$ cat src/rtl/tempo_transport.sv
// Transport controller and sub-tick scheduler: start/stop/pause sequencing, position tracking
// with bar looping. Define TEMPO_TRANSPORT_SWING_EN to add i_swing_clks (longer odd rows).
module tempo_transport #(
  parameter int unsigned SUBTICKS     = 8,
  parameter int unsigned ROWS_PER_BAR = 16,
  parameter int unsigned BAR_BITS     = 4,
  parameter int unsigned DIV_BITS     = 24,
  parameter int unsigned GATE_OFF_SUB = 6,
  localparam int unsigned SUB_W       = $clog2(SUBTICKS),
  localparam int unsigned ROW_W       = $clog2(ROWS_PER_BAR)
) (
  input  logic                clk,
  input  logic                rst_n,
  input  logic                i_start,
  input  logic                i_stop,
  input  logic                i_pause,
  input  logic [DIV_BITS-1:0] i_tick_div,
  input  logic                i_loop_en,
  input  logic [BAR_BITS-1:0] i_loop_start_bar,
  input  logic [BAR_BITS-1:0] i_loop_end_bar,
`ifdef TEMPO_TRANSPORT_SWING_EN
  input  logic [DIV_BITS-1:0] i_swing_clks,
`endif
  output logic                o_subtick_stb,
  output logic                o_row_stb,
  output logic                o_gate_on_stb,
  output logic                o_gate_off_stb,
  output logic [SUB_W-1:0]    o_subtick,
  output logic [ROW_W-1:0]    o_row,
  output logic [BAR_BITS-1:0] o_bar,
  output logic                o_running,
  output logic                o_song_end
);

  localparam int unsigned POS_W = BAR_BITS + ROW_W + SUB_W;

  typedef enum logic [1:0] {StIdle, StRun, StPause, StDone} state_e;

  state_e              r_state, w_state_d;
  logic [DIV_BITS-1:0] r_cnt, w_cnt_d;
  logic [SUB_W-1:0]    r_sub, w_sub_d;
  logic [ROW_W-1:0]    r_row, w_row_d;
  logic [BAR_BITS-1:0] r_bar, w_bar_d;
  logic                r_subtick_stb, r_row_stb, r_gate_off_stb, r_song_end, r_running;
  logic                w_stb, w_reload, w_song_end_d, w_last;
  logic [DIV_BITS-1:0] w_base, w_reload_even, w_reload_odd;
  logic [POS_W-1:0]    w_pos_inc;

  // A zero divider behaves as one: a strobe every cycle.
  always_comb begin
    w_base        = (i_tick_div == '0) ? DIV_BITS'(1) : i_tick_div;
    w_reload_even = w_base - DIV_BITS'(1);
  end

`ifdef TEMPO_TRANSPORT_SWING_EN
  logic [DIV_BITS:0]   w_swing_sum;
  logic [DIV_BITS-1:0] w_swing_per;

  always_comb begin
    w_swing_sum = {1'b0, i_tick_div} + {1'b0, i_swing_clks};
    w_swing_per = w_swing_sum[DIV_BITS] ? '1 : w_swing_sum[DIV_BITS-1:0];
    if (w_swing_per == '0) begin
      w_swing_per = DIV_BITS'(1);
    end
    w_reload_odd = w_swing_per - DIV_BITS'(1);
  end
`else
  assign w_reload_odd = w_reload_even;
`endif

  // Position is one mixed-radix counter; power-of-2 fields carry for free.
  assign w_pos_inc = {r_bar, r_row, r_sub} + POS_W'(1);
  assign w_last    = (r_sub == '1) && (r_row == '1) && (r_bar == i_loop_end_bar);

  always_comb begin
    w_state_d    = r_state;
    w_cnt_d      = r_cnt;
    w_sub_d      = r_sub;
    w_row_d      = r_row;
    w_bar_d      = r_bar;
    w_stb        = 1'b0;
    w_reload     = 1'b0;
    w_song_end_d = 1'b0;

    if (i_stop) begin
      w_state_d = StIdle;
      w_cnt_d   = '0;
      w_sub_d   = '0;
      w_row_d   = '0;
      w_bar_d   = '0;
    end else if (i_start) begin
      w_state_d = StRun;
      w_sub_d   = '0;
      w_row_d   = '0;
      w_bar_d   = '0;
      w_stb     = 1'b1;
      w_reload  = 1'b1;
    end else begin
      case (r_state)
        StRun, StPause: begin
          // A paused cycle never counts, so the strobe gap grows by exactly the pause length.
          if (i_pause) begin
            w_state_d = StPause;
          end else begin
            w_state_d = StRun;
            if (r_cnt != '0) begin
              w_cnt_d = r_cnt - DIV_BITS'(1);
            end else if (w_last && !i_loop_en) begin
              w_state_d    = StDone;
              w_song_end_d = 1'b1;
            end else begin
              w_stb    = 1'b1;
              w_reload = 1'b1;
              if (w_last) begin
                w_sub_d = '0;
                w_row_d = '0;
                w_bar_d = i_loop_start_bar;
              end else begin
                {w_bar_d, w_row_d, w_sub_d} = w_pos_inc;
              end
            end
          end
        end
        default: begin
        end
      endcase
    end

    // Period belongs to the sub-tick just entered, hence the new row's parity.
    if (w_reload) begin
      w_cnt_d = w_row_d[0] ? w_reload_odd : w_reload_even;
    end
  end

  always_ff @(posedge clk or negedge rst_n) begin
    if (!rst_n) begin
      r_state        <= StIdle;
      r_cnt          <= '0;
      r_sub          <= '0;
      r_row          <= '0;
      r_bar          <= '0;
      r_subtick_stb  <= 1'b0;
      r_row_stb      <= 1'b0;
      r_gate_off_stb <= 1'b0;
      r_song_end     <= 1'b0;
      r_running      <= 1'b0;
    end else begin
      r_state        <= w_state_d;
      r_cnt          <= w_cnt_d;
      r_sub          <= w_sub_d;
      r_row          <= w_row_d;
      r_bar          <= w_bar_d;
      r_subtick_stb  <= w_stb;
      r_row_stb      <= w_stb && (w_sub_d == '0);
      r_gate_off_stb <= w_stb && (w_sub_d == SUB_W'(GATE_OFF_SUB));
      r_song_end     <= w_song_end_d;
      r_running      <= (w_state_d == StRun) || (w_state_d == StPause);
    end
  end

  assign o_subtick_stb  = r_subtick_stb;
  assign o_row_stb      = r_row_stb;
  assign o_gate_on_stb  = r_row_stb;
  assign o_gate_off_stb = r_gate_off_stb;
  assign o_subtick      = r_sub;
  assign o_row          = r_row;
  assign o_bar          = r_bar;
  assign o_running      = r_running;
  assign o_song_end     = r_song_end;

endmodule

$ cat config.mk
export PLATFORM = sky130hd
export DESIGN_NAME = tempo_transport
export DESIGN_NICKNAME = d
export VERILOG_FILES = /design/src/rtl/tempo_transport.sv
export SDC_FILE = /design/constraint.sdc
export NUM_CORES = 1
export LEC_CHECK = 0
export CORE_ASPECT_RATIO = 1.4
export CORE_MARGIN = 4
export CORE_UTILIZATION = 50
export CTS_BUF_LIST = sky130_fd_sc_hd__clkbuf_4
export CTS_CLUSTER_DIAMETER = 30
export DETAILED_ROUTE_END_ITERATION = 10
export PLACE_DENSITY_LB_ADDON = 0.15
export SLEW_MARGIN = 25
export SYNTH_ARGS = -nofsm -noshare
export SYNTH_HDL_FRONTEND = slang
export SYNTH_SLANG_ARGS = --single-unit
$ cat constraint.sdc
create_clock -name clk -period 6.1 [get_ports clk]
set_input_delay 1.525 -clock clk [delete_from_list [all_inputs] [get_ports clk]]
set_output_delay 1.525 -clock clk [all_outputs]
set_load 0.1 [all_outputs]
---- Yosys cells after proc, flatten, opt, wreduce, memory -nomap -nowiden ----
Cells that the tools add are included.
operators by class
  magnitude comparators ................... 0
  reduce and logical (&&, ||, !) cells .... 16
  equality and inequality tests ........... 13
  $mul .................................... 0
  shifts and indexed selects .............. 0
  mux-type cells .......................... 46
  bitwise gates (word level) .............. 0
  add/subtract/negate cells ............... 3
  div/mod/pow operators ................... 0
operator list
  kind                     number
  $mux W24                 7
  $mux W4                  14
  $sub A24 B1 Y24 const B  2
  $logic_not A24 Y1        1
  $reduce_bool A24 Y1      1
  $mux W3                  7
  $mux W1                  12
  $mux W2                  6
  $add A11 B1 Y11 const B  1
  $ne A3 B3 Y1 const B     3
  $reduce_bool A3 Y1       3
  $reduce_and A4 Y1        2
  $eq A3 B3 Y1 const B     2
  $logic_and A1 B1 Y1      5
  $eq A2 B1 Y1 const B     2
  $eq A2 B2 Y1 const B     2
  $eq A4 B4 Y1             1
  $eq A4 B4 Y1 const B     1
  $logic_not A3 Y1         1
  $ne A3 B1 Y1 const B     1
  $ne A3 B2 Y1 const B     1
  $reduce_or A2 Y1         1
  $logic_not A1 Y1         1
  $logic_or A1 B1 Y1       1
storage, ports and cells
  word-level logic and storage cells ...... 88
  input port bits ......................... 38
  latch bits .............................. 0
  ROM bits ................................ 0
  register bits after elaboration ......... 42
  memories kept ........................... 0
  RAM bits ................................ 0

---- Depth between registers and ports, before layout ----
  depth after elaboration ................. 12
  gate-level depth with buffers ........... 12

---- Least setup slack after synthesis ----
OpenSTA, ideal clock, no wires.
  kind .................................... input to register
  from .................................... input port i_tick_div[2]
  to ...................................... register r_cnt[18]
  buffers on the path ..................... 1
  required time ........................... 5.974 ns
  arrival ................................. 3.884 ns
  stages on the path ...................... 12
  setup slack ............................. 2.091 ns
  cell sequence ........................... or3_4 > or4_1 > buf_2 > nor3_1 > nor2_1 > ha_1 > nor2b_1 > nand4b_1 > nor3b_1 > xnor2_1 > nor2_1 > a221o_1
between the ends
  longest elaborated chain between the ends .. 4
ends and longest elaborated chain
  element                 line  RTL
  start: declaration      17    input logic [DIV_BITS-1:0] i_tick_div,
  $logic_not A24 Y1       51    w_base = (i_tick_div == '0) ? DIV_BITS'(1) : i_tick_div;
  $mux W24 (*)            51
  $sub A24 B1 Y24 (*)     52    w_reload_even = w_base - DIV_BITS'(1);
  $mux W24 (*)            130   if (w_reload) begin
  end signal: assignment  149   r_cnt <= w_cnt_d;
  end: declaration        40    logic [DIV_BITS-1:0] r_cnt, w_cnt_d;
Mark *: on every way between the ends. The rest lies on a longest branch, timed or not.
A chain may end at the register's enable or synchronous reset.

---- Final worst setup path ----
Same ends and word-level chain as after synthesis.

==> impl_metrics.toml <==
[clock_tree]
clock_sinks = 42
cts.reportedPaths.clkPinSlew_ns = 0.12
h-tree-depth = 2
cts_made_buffers = 5
ctsHoldBuffers = 0
post_cts_buffers = 0
cts_root_buf = "clkbuf_4"
insertion_delay_ns = 0.36
cts_buffer_depth = 2
cts_tree = "done"
cts_resized = 0

[worst_setup_path]
rrSetupSlack_ns = 3.10
worstSetupStartpointType = "primary input"
worstSetupEndpointType = "flip-flop"
r2r_start = "r_cnt[19]"
crit_end = "r_cnt[18]"
arrival_ns = 4.70
r2r_cells = 6
setup.worst_path.class = "primary input to flip-flop"
required_ns = 6.35
startpoint = "i_tick_div[2]"
crit_fanout = 7
r2r-end = "r_cnt[23]"

[sta]
hold_viol = 0
finalCritPeriodShare_pct = 72.85
finalSetupViolCount = 0
rsz0062_at_grt = "false"
skew_ns = 0.01109
slew_viol_final = 0
fmax_mhz = 225.0
slew_headroom_pct = 34.75
worst_pin_slew_ns = 0.9757
setup_tns_ns = 0
min_period_ns = 4.444

[synthesis]
syn-cell-area_sq_um = 3167
synth_compound_area_share_pct = 20.62
ys_warn_count = 0
synth_top_family_by_area = "simple AND/OR/NAND/NOR gates"
syn_avg_cell_area_sq_um = 8.247
synth_edf_count = 0
async_reset_ff_share_pct = 100.0
synth_fa_ha_area_share_pct = 1.976
synth_top_cell_by_area = "dfrtp_1"
syn_inst = 384
netlist_top_cells_count = "dfrtp_1, nand2_1, nor2_1"
synthTopCellsByArea = "dfrtp_1, nor3_1, nand2_1, a21oi_1, nor2_1"
synth_seq_area_share_pct = 33.19
synth_mux_area_share_pct = 2.726
synth-xor-area-share_pct = 6.638
syn-num-nets = 427
synth_cell_types = 55
synthMostInstantiatedCell = "dfrtp_1"
synth_flop_cell = "dfrtp_1"
synth_simple_gate_area_share_pct = 31.65
synth_top_area_share_pct = 33.19
ys_ff_latch = 42

[placement]
gp_congestion = 0.9331
io_buffer_count = 54
hpwl_mm = 6.842
post-place-cells = 496
dpl_cell_area_sq_um = 3750

[floorplanning]
initial_core_util_pct = 51.34
die_area_sq_um = 7689
core_sq_um = 6168
boundaryPins = 55
die_w_um = 75.26
num_rows = 34
fp.dieH_um = 102.2

[global_route]
grt_usage_pct = 24.14
grt_pass1_wl_mm = 14.59
grt_pass1_vias = 3089
grt_max_degree = 43
overflow = 0
antenna_found_initial = 0

[routing]
routed_wirelength_mm = 9.062
wl_per_cell_um = 17.98
drt-vias-per-instance = 6.373
drc = 0
drt_iter0_drc = 161
ant_nets = 0
dr.pass1.iters = 5
vias = 3212

[min_path]
min_from = "r_cnt[5]"
hp-class = "flip-flop to flip-flop"

[layout]
final_nets = 474
final_cell_count_no_fill = 504
diodes = 0
area_growth_pct = 20.03
drive_gt1_share_pct = 5.324
postLayoutCellArea_sq_um = 3801
n_fill_cell = 576
postLayoutCoreUtil_pct = 61.62

[power]
peakVddDrop_mv = 0.08335
p_leak_nw = 1.461
pwr_density_cell_nw_per_um2 = 165.5

[job]
cap_violations = 0

[status]
status = "finished clean"
==> critical path: stages <==
cell and delay, ns:
clkdlybuf4s50_1 0.47, or3_4 0.42, or4_1 0.53, nor3_1 0.42
nor2_1 0.13, ha_1 0.24, nor2b_1 0.15, nand4b_1 0.24
nor3b_1 0.11, xnor2_1 0.15, nor2_1 0.06, a221o_1 0.26
==> sequential cells by signal (all words and copies together), names as in the netlist <==
register	flops
o_bar	4
o_gate_off_stb	1
o_gate_on_stb	1
o_row	4
o_running	1
o_song_end	1
o_subtick	3
o_subtick_stb	1
r_cnt	24
r_state	2
==> worst min-delay path by stage <==
stage,cells after the start,to,slack [ns]
final,2,r_cnt[5],0.55
after global routing,1,r_cnt[18],0.58
after CTS,2,r_cnt[5],0.56
after detailed placement,2,r_cnt[5],0.53
after global placement,2,r_cnt[5],0.52
after floorplan,1,r_cnt[15],0.49
==> metal layers <==
layer	part of all wire, %	GRT usage, %	vias up
met4	3.5	11.44	0
li1	-	-	1562
met2	52	43.22	115
met5	0	0	-
met1	39	27.84	1509
met3	5.3	2.953	26
==> final cells by class <==
cell class,count,area (sq um),area share (%)
Multi-Input combinational cell,317,2021,53.16
Sequential cell,42,1051,27.65
Timing Repair Buffer,57,560.5,14.75
Tap cell,72,90.09,2.370
Clock buffer,5,37.54,0.9875
Inverter,8,30.03,0.7900
Clock inverter,3,11.26,0.2962
==> stage by stage <==
stage / hold slack, ns / setup WS (ns) / power [mW]
after CTS: 0.5571 / 1.640 / 0.6304
after global placement: 0.5239 / 1.353 / 0.4940
after global routing: 0.5822 / 1.403 / 0.6576
final: 0.5522 / 1.656 / 0.6293
after detailed placement: 0.5280 / 1.247 / 0.4968
after floorplan: 0.4926 / 2.091 / 0.4262
==> where the power goes <==
part | switching [mW] | internal [mW] | leakage (nW)
clock | 0.0930 | 0.0412 | 0.0277
combinational | 0.111 | 0.0741 | 0.869
sequential | 0.0176 | 0.293 | 0.564
==> cells by family after synthesis <==
logic type	Yosys count
AO/OA/AOI/OAI	97
XOR/XNOR	24
adder cells (fa/ha/maj)	5
buffers and inverters	25
flip-flops	42
multiplexers	8
AND/OR/NAND/NOR	183
==> placed cells by master, fill, tap and decap left out, types with 4 or more instances in the layout <==
master,instances
nor4_1,9
xor2_1,12
or3_1,10
mux2_2,5
nor4_2,4
and2_1,8
nor2_1,32
a211oi_1,4
clkbuf_4,5
o211ai_1,14
or4_1,4
nor3b_1,5
dfrtp_1,42
a31oi_1,8
o22ai_1,8
a21oi_1,25
nand2_1,34
xnor2_1,12
nand4_1,7
buf_4,4
o21ai_0,9
ha_1,5
o221ai_1,4
and4_1,4
clkdlybuf4s50_1,53
inv_1,8
nor3_1,29
and3_1,8
nand3_1,15
Power figures use the tool's default switching activity.
